### config.mk
export PLATFORM = sky130hd
export DESIGN_NAME = board_write_sequencer_flat
export DESIGN_NICKNAME = d
export VERILOG_FILES = /design/src/rtl/board_pkg.sv /design/src/rtl/board_write_sequencer_if.sv /design/src/rtl/board_slot_picker.sv /design/src/rtl/board_write_sequencer.sv /design/src/flat_wrapper.sv
export SDC_FILE = /design/constraint.sdc
export NUM_CORES = 1
export LEC_CHECK = 0
export CAP_MARGIN = 20
export CORE_MARGIN = 3
export CORE_UTILIZATION = 54
export CTS_CLUSTER_DIAMETER = 100
export CTS_CLUSTER_SIZE = 20
export DETAILED_ROUTE_END_ITERATION = 6
export PLACE_DENSITY = 0.95
export SKIP_CTS_REPAIR_TIMING = 1
export SLEW_MARGIN = 20
export SYNTH_ARGS = -nofsm -noshare
export SYNTH_HDL_FRONTEND = slang
export SYNTH_SLANG_ARGS = --single-unit
### constraint.sdc
create_clock -name clk -period 4.5 [get_ports clk]
set_input_delay 0.675 -clock clk [delete_from_list [all_inputs] [get_ports clk]]
set_output_delay 0.675 -clock clk [all_outputs]
set_load 0.005 [all_outputs]
### src/rtl/board_pkg.sv
// Shared types and constants for the board write sequencer.
// The watchdog constants are only used when BOARD_SEQ_TIMEOUT_EN is defined.
package board_pkg;

   localparam int BOARD_ROWS         = 20;
   localparam int BOARD_COLS         = 10;
   localparam int ROW_IDX_W          = 6;
   localparam int BOARD_MAX_ROWS     = 4;
   localparam int SLOT_W             = 2;
   localparam int SEQ_TIMEOUT_CYCLES = 16;
   localparam int TMO_CNT_W          = 5;

   localparam logic [TMO_CNT_W-1:0] TMO_LOAD = TMO_CNT_W'(SEQ_TIMEOUT_CYCLES - 1);

   typedef enum logic [2:0] {
      S_IDLE,
      S_SEL,
      S_SAVE,
      S_SAVE_WAIT,
      S_GAP,
      S_ANALY,
      S_ANALY_WAIT,
      S_DONE
   } seq_state_t;

   localparam logic [1:0] ST_OK      = 2'b00;
   localparam logic [1:0] ST_RANGE   = 2'b01;
   localparam logic [1:0] ST_TIMEOUT = 2'b10;

   // Timeout outranks a range error when both happened in one transaction.
   function automatic logic [1:0] seq_status(input logic tmo, input logic range_err);
      if (tmo) return ST_TIMEOUT;
      if (range_err) return ST_RANGE;
      return ST_OK;
   endfunction

endpackage

### src/rtl/board_write_sequencer_if.sv
// Lock handshake and row-store request bus of the board write sequencer.
// master = upstream placement logic plus row store, slave = the sequencer.
interface board_write_sequencer_if;
   import board_pkg::*;

   logic                                lock_valid;
   logic                                lock_ready;
   logic [BOARD_MAX_ROWS-1:0]           lock_mask;
   logic [ROW_IDX_W*BOARD_MAX_ROWS-1:0] lock_row_idx;
   logic [BOARD_COLS*BOARD_MAX_ROWS-1:0] lock_row_info;
   logic                                req_save_to_board;
   logic                                req_analy_to_board;
   logic [ROW_IDX_W-1:0]                row_idx;
   logic [BOARD_COLS-1:0]               row_info;
   logic                                ready_from_board;
   logic                                resp_from_board;
   logic                                busy;
   logic                                done;
   logic [1:0]                          done_status;

   modport master (
      output lock_valid, lock_mask, lock_row_idx, lock_row_info,
      output ready_from_board, resp_from_board,
      input  lock_ready, req_save_to_board, req_analy_to_board,
      input  row_idx, row_info, busy, done, done_status
   );

   modport slave (
      input  lock_valid, lock_mask, lock_row_idx, lock_row_info,
      input  ready_from_board, resp_from_board,
      output lock_ready, req_save_to_board, req_analy_to_board,
      output row_idx, row_info, busy, done, done_status
   );

endinterface

### src/rtl/board_slot_picker.sv
// Lowest-set-bit priority encoder over the remaining slot mask.
module board_slot_picker
   import board_pkg::*;
(
   input  logic [BOARD_MAX_ROWS-1:0] i_mask,
   output logic [SLOT_W-1:0]         o_slot,
   output logic                      o_empty
);

   always_comb begin
      o_slot  = '0;
      o_empty = (i_mask == '0);
      for (int k = BOARD_MAX_ROWS - 1; k >= 0; k--) begin
         if (i_mask[k]) o_slot = SLOT_W'(k);
      end
   end

endmodule

### src/rtl/board_write_sequencer.sv
// Issues one lock transaction to the row store as single-row saves plus one analysis.
// Optional store watchdog: BOARD_SEQ_TIMEOUT_EN.
//
// state        | meaning
// IDLE         | lock_ready high, waiting for a lock transaction
// SEL          | pick lowest remaining slot; skip out-of-range rows
// SAVE         | one-cycle save request
// SAVE_WAIT    | wait for store acknowledge of the save
// GAP          | wait for the store to report idle
// ANALY        | one-cycle analysis request
// ANALY_WAIT   | wait for store acknowledge of the analysis
// DONE         | one-cycle completion pulse with status
module board_write_sequencer
   import board_pkg::*;
#(
   parameter int ROWS = BOARD_ROWS
) (
   input logic                    clk,
   input logic                    rst_n,
   board_write_sequencer_if.slave bus
);

   seq_state_t                r_state, w_state_nxt;
   logic [BOARD_MAX_ROWS-1:0] r_mask;
   logic [ROW_IDX_W-1:0]      r_idx  [BOARD_MAX_ROWS];
   logic [BOARD_COLS-1:0]     r_info [BOARD_MAX_ROWS];
   logic                      r_range;

   logic                      r_lock_ready, r_busy, r_done, r_req_save, r_req_analy;
   logic [1:0]                r_done_status;
   logic [ROW_IDX_W-1:0]      r_row_idx;
   logic [BOARD_COLS-1:0]     r_row_info;

   logic [SLOT_W-1:0]         w_slot;
   logic                      w_empty;
   logic [ROW_IDX_W-1:0]      w_sel_idx;
   logic                      w_sel_legal;
   logic                      w_capture, w_load_row, w_skip_slot, w_tmo, w_tmo_fire;

   board_slot_picker u_picker (
      .i_mask  (r_mask),
      .o_slot  (w_slot),
      .o_empty (w_empty)
   );

   assign w_sel_idx   = r_idx[w_slot];
   assign w_sel_legal = (w_sel_idx < ROW_IDX_W'(ROWS));

`ifdef BOARD_SEQ_TIMEOUT_EN
   // Down-counter reloaded on every state change; terminal count means the store stalled.
   logic [TMO_CNT_W-1:0] r_tmo_cnt;

   always_ff @(posedge clk or negedge rst_n) begin
      if (!rst_n)                        r_tmo_cnt <= TMO_LOAD;
      else if (w_state_nxt != r_state)   r_tmo_cnt <= TMO_LOAD;
      else if (r_tmo_cnt != '0)          r_tmo_cnt <= r_tmo_cnt - 1'b1;
   end

   assign w_tmo = (r_tmo_cnt == '0);
`else
   assign w_tmo = 1'b0;
`endif

   always_ff @(posedge clk or negedge rst_n) begin
      if (!rst_n) r_state <= S_IDLE;
      else        r_state <= w_state_nxt;
   end

   always_comb begin
      w_state_nxt = r_state;
      w_capture   = 1'b0;
      w_load_row  = 1'b0;
      w_skip_slot = 1'b0;
      w_tmo_fire  = 1'b0;
      case (r_state)
         S_IDLE: begin
            if (bus.lock_valid && r_lock_ready) begin
               w_capture   = 1'b1;
               w_state_nxt = S_SEL;
            end
         end
         S_SEL: begin
            if (w_empty) begin
               w_state_nxt = S_ANALY;
            end else if (!w_sel_legal) begin
               w_skip_slot = 1'b1;
            end else begin
               w_load_row  = 1'b1;
               w_state_nxt = S_SAVE;
            end
         end
         S_SAVE: w_state_nxt = S_SAVE_WAIT;
         S_SAVE_WAIT: begin
            if (bus.resp_from_board) begin
               w_state_nxt = S_GAP;
            end else if (w_tmo) begin
               w_tmo_fire  = 1'b1;
               w_state_nxt = S_DONE;
            end
         end
         S_GAP: begin
            if (bus.ready_from_board) begin
               w_state_nxt = S_SEL;
            end else if (w_tmo) begin
               w_tmo_fire  = 1'b1;
               w_state_nxt = S_DONE;
            end
         end
         S_ANALY: w_state_nxt = S_ANALY_WAIT;
         S_ANALY_WAIT: begin
            if (bus.resp_from_board) begin
               w_state_nxt = S_DONE;
            end else if (w_tmo) begin
               w_tmo_fire  = 1'b1;
               w_state_nxt = S_DONE;
            end
         end
         S_DONE:  w_state_nxt = S_IDLE;
         default: w_state_nxt = S_IDLE;
      endcase
   end

   // Outputs are registered from the next state so they line up with r_state.
   always_ff @(posedge clk or negedge rst_n) begin
      if (!rst_n) begin
         r_mask        <= '0;
         r_range       <= 1'b0;
         for (int k = 0; k < BOARD_MAX_ROWS; k++) begin
            r_idx[k]  <= '0;
            r_info[k] <= '0;
         end
         r_lock_ready  <= 1'b1;
         r_busy        <= 1'b0;
         r_done        <= 1'b0;
         r_req_save    <= 1'b0;
         r_req_analy   <= 1'b0;
         r_done_status <= ST_OK;
         r_row_idx     <= '0;
         r_row_info    <= '0;
      end else begin
         if (w_capture) begin
            r_mask  <= bus.lock_mask;
            r_range <= 1'b0;
            for (int k = 0; k < BOARD_MAX_ROWS; k++) begin
               r_idx[k]  <= bus.lock_row_idx[k*ROW_IDX_W +: ROW_IDX_W];
               r_info[k] <= bus.lock_row_info[k*BOARD_COLS +: BOARD_COLS];
            end
         end else if (w_tmo_fire) begin
            r_mask <= '0;
         end else if (w_skip_slot || w_load_row) begin
            r_mask[w_slot] <= 1'b0;
            if (w_skip_slot) r_range <= 1'b1;
         end
         if (w_load_row) begin
            r_row_idx  <= w_sel_idx;
            r_row_info <= r_info[w_slot];
         end
         r_lock_ready <= (w_state_nxt == S_IDLE);
         r_busy       <= (w_state_nxt != S_IDLE);
         r_done       <= (w_state_nxt == S_DONE);
         r_req_save   <= (w_state_nxt == S_SAVE);
         r_req_analy  <= (w_state_nxt == S_ANALY);
         if (w_state_nxt == S_DONE) r_done_status <= seq_status(w_tmo_fire, r_range);
      end
   end

   assign bus.lock_ready         = r_lock_ready;
   assign bus.busy               = r_busy;
   assign bus.done               = r_done;
   assign bus.done_status        = r_done_status;
   assign bus.req_save_to_board  = r_req_save;
   assign bus.req_analy_to_board = r_req_analy;
   assign bus.row_idx            = r_row_idx;
   assign bus.row_info           = r_row_info;

endmodule

### src/flat_wrapper.sv
// flat-port wrapper written by rule: the top's interface ports become plain ports
module board_write_sequencer_flat import board_pkg::*;
#(
   parameter int ROWS = BOARD_ROWS
)
  (clk, rst_n, bus_lock_valid, bus_lock_mask, bus_lock_row_idx, bus_lock_row_info, bus_ready_from_board, bus_resp_from_board, bus_lock_ready, bus_req_save_to_board, bus_req_analy_to_board, bus_row_idx, bus_row_info, bus_busy, bus_done, bus_done_status);
  board_write_sequencer_if bus_i ();
  input logic clk;
  input logic rst_n;
  input wire logic [$bits(bus_i.lock_valid)-1:0] bus_lock_valid;
  input wire logic [$bits(bus_i.lock_mask)-1:0] bus_lock_mask;
  input wire logic [$bits(bus_i.lock_row_idx)-1:0] bus_lock_row_idx;
  input wire logic [$bits(bus_i.lock_row_info)-1:0] bus_lock_row_info;
  input wire logic [$bits(bus_i.ready_from_board)-1:0] bus_ready_from_board;
  input wire logic [$bits(bus_i.resp_from_board)-1:0] bus_resp_from_board;
  output wire logic [$bits(bus_i.lock_ready)-1:0] bus_lock_ready;
  output wire logic [$bits(bus_i.req_save_to_board)-1:0] bus_req_save_to_board;
  output wire logic [$bits(bus_i.req_analy_to_board)-1:0] bus_req_analy_to_board;
  output wire logic [$bits(bus_i.row_idx)-1:0] bus_row_idx;
  output wire logic [$bits(bus_i.row_info)-1:0] bus_row_info;
  output wire logic [$bits(bus_i.busy)-1:0] bus_busy;
  output wire logic [$bits(bus_i.done)-1:0] bus_done;
  output wire logic [$bits(bus_i.done_status)-1:0] bus_done_status;
  assign bus_i.lock_valid = bus_lock_valid;
  assign bus_i.lock_mask = bus_lock_mask;
  assign bus_i.lock_row_idx = bus_lock_row_idx;
  assign bus_i.lock_row_info = bus_lock_row_info;
  assign bus_i.ready_from_board = bus_ready_from_board;
  assign bus_i.resp_from_board = bus_resp_from_board;
  assign bus_lock_ready = bus_i.lock_ready;
  assign bus_req_save_to_board = bus_i.req_save_to_board;
  assign bus_req_analy_to_board = bus_i.req_analy_to_board;
  assign bus_row_idx = bus_i.row_idx;
  assign bus_row_info = bus_i.row_info;
  assign bus_busy = bus_i.busy;
  assign bus_done = bus_i.done;
  assign bus_done_status = bus_i.done_status;
  board_write_sequencer #(.ROWS(ROWS)) u_core (.clk(clk), .rst_n(rst_n), .bus(bus_i));
endmodule
* After elaboration in Yosys (flattened, before gate mapping)
Index checks and enable logic that the tools add are counted.
Storage, ports and cells: register bits after elaboration 95, bits in latches 0, RAM bits 0, memory bits (read-only) 0, bits of input ports 73, output and inout bits 23, logic and storage cells 85, memories kept 0
Cells by class: $add $sub $neg 0, multiply operators 0, divide/modulo/power cells 0, order comparisons 4, equal/unequal tests 10, shifts and indexed selects 0, mux-type cells 39, bitwise logic cells 3, reduce and logical (&&, ||, !) cells 10
Operators by type and width (number):
- case mux 3 bit (8 select lines) | 1
- binary-select mux 10 bit (select 2 bit) | 1
- 2-to-1 mux 10 bit | 2
- == test 3 bit (second input constant) | 6
- 2-to-1 mux 3 bit | 6
- 2-to-1 mux 1 bit | 16
- 2-to-1 mux 2 bit | 7
- binary-select mux 6 bit (select 2 bit) | 1
- 2-to-1 mux 6 bit | 2
- == test 3 x 2 -> 1 bit (second input constant) | 3
- 2-to-1 mux 4 bit | 2
- logical NOT 3 bit | 2
- less-than comparator 6 x 5 -> 1 bit (second input constant) | 1
- bitwise AND 4 bit | 1
- logical NOT 4 bit | 1
- NOT 4 bit | 1
- nonzero test 2 bit | 2
- == test 3 x 1 -> 1 bit (second input constant) | 1
- greater-or-equal comparator 3 bit (second input constant) | 1
- less-than comparator 2 x 3 -> 1 bit (second input constant) | 1
- NOT 2 -> 3 bit | 1
- nonzero test 3 bit | 1
- demux 1 bit (select 2 bit) | 1
- greater-or-equal comparator 2 x 1 -> 1 bit (second input constant) | 1
- 3 further kinds | 4

* Logic depth before layout (Yosys ltp)
depth in word-level cells 18, gate-level depth with buffers 8, depth with buffers taken out 5

* Modules after synthesis
From an unflattened synthesis, not the netlist that was laid out.
Second synthesis, totals: cell total of the unflattened synthesis 263, area, all modules 4119.0 um2
By module, submodules not included:
- board_write_sequencer | instances 1, cells each 257, area an instance 4082.7 um2, seq. area each 2353.5 um2
- board_slot_picker | instances 1, cells each 6, area an instance 36.3 um2, seq. area each 0.0 um2

* Least setup slack after synthesis
Ideal clock, no wire load.
path type reg2reg, from reg u_core.r_mask[1], to reg u_core.r_row_info[2] (netlist: u_core.bus.row_info[2]), library setup time 0.125 ns, arrival time 2.077 ns, data required time 4.375 ns, slack 2.298 ns, stages on the path, launching flop included 8, buffers on the path 2, clock period less this slack 2.202 ns, path through dfrtp_1 -> buf_6 -> or4b_4 -> o221ai_2 -> o211ai_2 -> a21oi_4 -> buf_12 -> mux2_4
Between the ends: word-level cells in the longest chain between the ends 10
RTL lines:
- from (decl) | line board_write_sequencer.sv:24 | logic [BOARD_MAX_ROWS-1:0] r_mask;
- from (signal assigned) | line board_write_sequencer.sv:142 | r_mask <= bus.lock_mask;
- 2-to-1 mux 2 bit (2 in series) | line board_slot_picker.sv:14 | if (i_mask[k]) o_slot = SLOT_W'(k);
- NOT 2 -> 3 bit (implied by the code) | line board_write_sequencer.sv:46, board_write_sequencer.sv:156
- binary-select mux 6 bit (select 2 bit) | line board_write_sequencer.sv:46 | assign w_sel_idx = r_idx[w_slot];
- 2-to-1 mux 6 bit (implied by the code) (2 in series) | line board_write_sequencer.sv:46
- less-than comparator 6 x 5 -> 1 bit | line board_write_sequencer.sv:47 | assign w_sel_legal = (w_sel_idx < ROW_IDX_W'(ROWS));
- 2-to-1 mux 1 bit | line board_write_sequencer.sv:85 | end else if (!w_sel_legal) begin
- 2-to-1 mux 1 bit | line board_write_sequencer.sv:83 | if (w_empty) begin
- 2-to-1 mux 1 bit | line board_write_sequencer.sv:75 | case (r_state)
- to (signal assigned) | line board_write_sequencer.sv:156 | r_row_info <= r_info[w_slot];
- to (decl) | line board_write_sequencer.sv:32 | logic [BOARD_COLS-1:0] r_row_info;
Parallel ways exist; a longest one is shown, timed or not. The select of a mux whose other input is x is not followed. A chain may end at the register's enable or synchronous reset.

* Worst setup path after layout
from reg u_core.r_mask[1], to reg u_core.r_row_info[9] (netlist: u_core.bus.row_info[9])
The elaborated chain is that of the path after synthesis.

==> report_table.html <==
<table>
<tr><th>Metric</th><th>Value</th></tr>
<tr><th colspan="2">Pwr</th></tr>
<tr><td>Peak ir drop on the vdd network</td><td>313.6 uV</td></tr>
<tr><td>Power density of the placed cells</td><td>about 670 nW/um^2</td></tr>
<tr><td>Leakage power of the design</td><td>between 2 and 2.5 nW</td></tr>
<tr><th colspan="2">Die</th></tr>
<tr><td>Die Height</td><td>93.72 um</td></tr>
<tr><td>Initial Utilization</td><td>0.5638</td></tr>
<tr><td>Die Footprint</td><td>just under 9000 sq um</td></tr>
<tr><td>Count of standard-cell rows</td><td>31</td></tr>
<tr><td>Horiz. Die Dim</td><td>around 94 um</td></tr>
<tr><td>Core box area</td><td>7370 sq um</td></tr>
<tr><td>Total I/O pin count</td><td>96</td></tr>
<tr><th colspan="2">Yosys</th></tr>
<tr><td>Post-synth top area cell</td><td>dfrtp_1</td></tr>
<tr><td>Cells after Synth</td><td>313</td></tr>
<tr><td>Fraction of synthesis flops using an asynchronous set or reset pin</td><td>1.000</td></tr>
<tr><td>Syn. warnings</td><td>0</td></tr>
<tr><td>Cell variety after synth</td><td>between 50 and 60</td></tr>
<tr><td>Dominant cells by area after synthesis</td><td>dfrtp_1, mux2_2, a22oi_1, mux2_4, o21ai_0</td></tr>
<tr><td>Syn avg cell area</td><td>13.28 sq um</td></tr>
<tr><td>Netlist Area Pre-Place</td><td>between 4000 and 5000 sq um</td></tr>
<tr><td>Post-synth net total</td><td>386</td></tr>
<tr><td>Top flip-flop cell by instance count after synthesis</td><td>dfrtp_1</td></tr>
<tr><td>Seq/Total Area, Yosys</td><td>0.5664</td></tr>
<tr><td>Flip-flop and latch count after synthesis</td><td>94</td></tr>
<tr><td>Number of synthesized flops with an enable pin</td><td>0</td></tr>
<tr><td>Post-synth top area share</td><td>0.5601</td></tr>
<tr><th colspan="2">Layout</th></tr>
<tr><td>Commonest cells after routing, fill and taps aside</td><td>clkdlybuf4s50_1, dfrtp_1, mux2_2</td></tr>
<tr><td>Final std cell area, no fill</td><td>around 5300 sq um</td></tr>
<tr><td>Filler Cells Inserted</td><td>490</td></tr>
<tr><td>Share of cells above drive strength 1</td><td>0.2711</td></tr>
<tr><td>Total number of nets in the final design</td><td>470</td></tr>
<tr><td>Antenna diode instance count</td><td>0</td></tr>
<tr><td>Multi-input logic area</td><td>between 1500 and 2000 sq um</td></tr>
<tr><td>Post-route insts no fill</td><td>roughly 500</td></tr>
<tr><td>Synthesis-to-finish area growth</td><td>28.18%</td></tr>
<tr><td>Core utilization of the finished layout</td><td>0.7228</td></tr>
<tr><td>Sequential cell area</td><td>2354 sq um</td></tr>
<tr><th colspan="2">Clock tree</th></tr>
<tr><td>CTS tree</td><td>built</td></tr>
<tr><td>Clock tree root buffer cell</td><td>clkbuf_8</td></tr>
<tr><td>Insertion delay of the later-clocked pin in the worst-skew pair</td><td>~370 ps</td></tr>
<tr><td>Number of sinks driven by the clock tree</td><td>94</td></tr>
<tr><td>H-tree levels</td><td>3</td></tr>
<tr><td>Maximum clock insertion buffer count</td><td>2</td></tr>
<tr><td>CTS clock-pin slew for the worst setup and hold paths</td><td>100 ps</td></tr>
<tr><td>Clock buffer count from CTS</td><td>9</td></tr>
<tr><th colspan="2">STA</th></tr>
<tr><td>Max Transition Viols Final</td><td>0</td></tr>
<tr><td>Setup repair after global routing missed its margin</td><td>false</td></tr>
<tr><td>Final hold viol count</td><td>0</td></tr>
<tr><td>Max frequency</td><td>between 300 and 400 MHz</td></tr>
<tr><td>Setup total negative slack</td><td>0 ps</td></tr>
<tr><td>Final clock period utilization by the worst path</td><td>0.6633</td></tr>
<tr><td>Skew final</td><td>8.073 ps</td></tr>
<tr><td>Worst hold slack</td><td>~340 ps</td></tr>
<tr><td>Tmin final</td><td>2985 ps</td></tr>
<tr><td>Setup-failing EPs final</td><td>0</td></tr>
<tr><td>Tightest slew margin relative to the limit</td><td>0.2940</td></tr>
<tr><td>Actual slew at the worst max-slew pin</td><td>1057 ps</td></tr>
<tr><th colspan="2">Critical path</th></tr>
<tr><td>Element type at the critical path start</td><td>flip-flop</td></tr>
<tr><td>Biggest cell delay along the critical path</td><td>around 960 ps</td></tr>
<tr><td>CP required</td><td>between 4000 and 5000 ps</td></tr>
<tr><td>Crit Path Category</td><td>reg2reg</td></tr>
<tr><td>Worst reg2reg path startpoint</td><td>u_core.r_mask[1]$_DFFE_PN0P_</td></tr>
<tr><td>Cells along the critical path</td><td>nor4b_2 -&gt; a222oi_1 -&gt; o211ai_2 -&gt; a21oi_4 -&gt; mux2_2</td></tr>
<tr><td>Worst reg-to-reg setup slack</td><td>roughly 1500 ps</td></tr>
<tr><td>Family with the most delay on the worst path</td><td>compound AO/OA/AOI/OAI gates</td></tr>
<tr><td>Critical Path Start</td><td>u_core.r_mask[1]$_DFFE_PN0P_</td></tr>
<tr><td>Destination of the worst register-to-register timing path</td><td>u_core.bus.row_info[9]$_DFFE_PN0P_</td></tr>
<tr><td>Crit path DAT</td><td>~3200 ps</td></tr>
<tr><td>WP buf/inv</td><td>0</td></tr>
<tr><td>Worst Reg-to-Reg Cells</td><td>5</td></tr>
<tr><td>Critical Path Sink Type</td><td>flip-flop</td></tr>
<tr><td>Crit path max fanout</td><td>27</td></tr>
<tr><td>Critical-path top delay cell</td><td>dfrtp_1</td></tr>
<tr><th colspan="2">Placement</th></tr>
<tr><td>Post-DP Area</td><td>5127 sq um</td></tr>
<tr><td>Port buffer count</td><td>94</td></tr>
<tr><td>Half-perimeter wire length after detailed placement</td><td>roughly 6900 um</td></tr>
<tr><td>Number of cells after detailed placement</td><td>~490</td></tr>
<tr><td>GP Congestion</td><td>~0.8</td></tr>
<tr><th colspan="2">Global route</th></tr>
<tr><td>Leftover overflow at the end of global routing</td><td>0</td></tr>
<tr><td>Number of global-route vias before repair</td><td>around 3,100</td></tr>
<tr><td>Antenna violations before repair</td><td>0</td></tr>
<tr><td>Pin count of the biggest net entering global routing</td><td>77</td></tr>
<tr><td>Global-route usage over all layers</td><td>0.2340</td></tr>
<tr><td>Wire length of the first global-routing pass</td><td>~16,000 um</td></tr>
<tr><th colspan="2">Route</th></tr>
<tr><td>Number of nets with antenna violations after routing</td><td>0</td></tr>
<tr><td>Drt via density</td><td>between 5 and 6</td></tr>
<tr><td>Via count</td><td>2,942</td></tr>
<tr><td>Drt first-iter violations</td><td>between 200 and 250</td></tr>
<tr><td>Routed length per instance</td><td>~20 um</td></tr>
<tr><td>Remaining design rule violation count</td><td>0</td></tr>
<tr><td>Number of detailed-route iterations in the first pass</td><td>4</td></tr>
<tr><td>Wirelength, routed</td><td>9780 um</td></tr>
<tr><th colspan="2">Status</th></tr>
<tr><td>Result of the run</td><td>complete, no violations</td></tr>
<tr><th colspan="2">Flow run</th></tr>
<tr><td>Number of violations of the max-capacitance limit</td><td>0</td></tr>
<tr><th colspan="2">Worst hold path</th></tr>
<tr><td>Hold crit path type</td><td>in2async</td></tr>
</table>
[area by class of cell]
class,count,area share
clock inverters,6,0.01339
multi-input cells,193,0.3157
repair buffers,97,0.1804
flip-flops and latches,94,0.4419
clock buffers,10,0.02396
well taps,99,0.02326
inverters,2,0.001409
[cell families after synthesis]
kind of cell,synth area share
compound gates,0.1204
flops,0.5664
mux,0.2150
buf+inv,0.03192
other cells,0.0009025
simple gates,0.06534
[synthesized netlist by cell type, drive strengths merged, types with 2 or more instances]
| cell | instances |
|---|---|
| a21oi | 7 |
| or3 | 2 |
| inv | 2 |
| o21ai | 20 |
| nor2b | 5 |
| or4b | 2 |
| or2 | 2 |
| o221ai | 2 |
| nor3b | 2 |
| nand2b | 4 |
| dfrtp | 93 |
| nor4 | 2 |
| mux2 | 77 |
| a211oi | 2 |
| nand2 | 8 |
| nor3 | 2 |
| nor2 | 9 |
| clkbuf | 15 |
| buf | 9 |
| or3b | 3 |
| a22oi | 25 |
[through the flow]
stage / worst slack, ps / power [mW]
after floorplan: 2298 / 2.395
after global placement: 1764 / 2.855
after detailed placement: 1645 / 2.974
after CTS: 1572 / 3.541
after global routing: 1441 / 3.744
final: 1515 / 3.544
[worst max path at each step]
stage                     depth (start not counted)                                 end
after global placement                            5  u_core.bus.row_info[1]$_DFFE_PN0P_
final                                             5  u_core.bus.row_info[9]$_DFFE_PN0P_
after global routing                              5  u_core.bus.row_info[9]$_DFFE_PN0P_
after detailed placement                          5  u_core.bus.row_info[9]$_DFFE_PN0P_
after floorplan                                   7  u_core.bus.row_info[2]$_DFFE_PN0P_
after CTS                                         5  u_core.bus.row_info[9]$_DFFE_PN0P_
[registers in the layout, summed over array words and instances (netlist names)]
signal                         cells
u_core.r_info                     40
u_core.r_idx                      24
u_core.bus.row_info               10
u_core.bus.row_idx                 6
u_core.r_mask                      4
u_core.r_state                     3
u_core.bus.busy                    1
u_core.bus.done                    1
u_core.bus.done_status             1
u_core.bus.lock_ready              1
u_core.bus.req_analy_to_board      1
u_core.bus.req_save_to_board       1
u_core.r_range                     1
[routing by layer]
layer / share of wire / track usage
met2: 0.53 / 0.3974
met4: 0.033 / 0.1071
met5: 0 / 0
met3: 0.056 / 0.04006
met1: 0.38 / 0.2922
[power by group]
group | internal [mW] | leakage [nW] | switching, mW
Sequential | 1.25 | 1.16 | 0.350
Combinational | 0.802 | 0.928 | 0.585
Clock | 0.261 | 0.0931 | 0.300
Note: power is estimated with default switching activity, not from simulation.
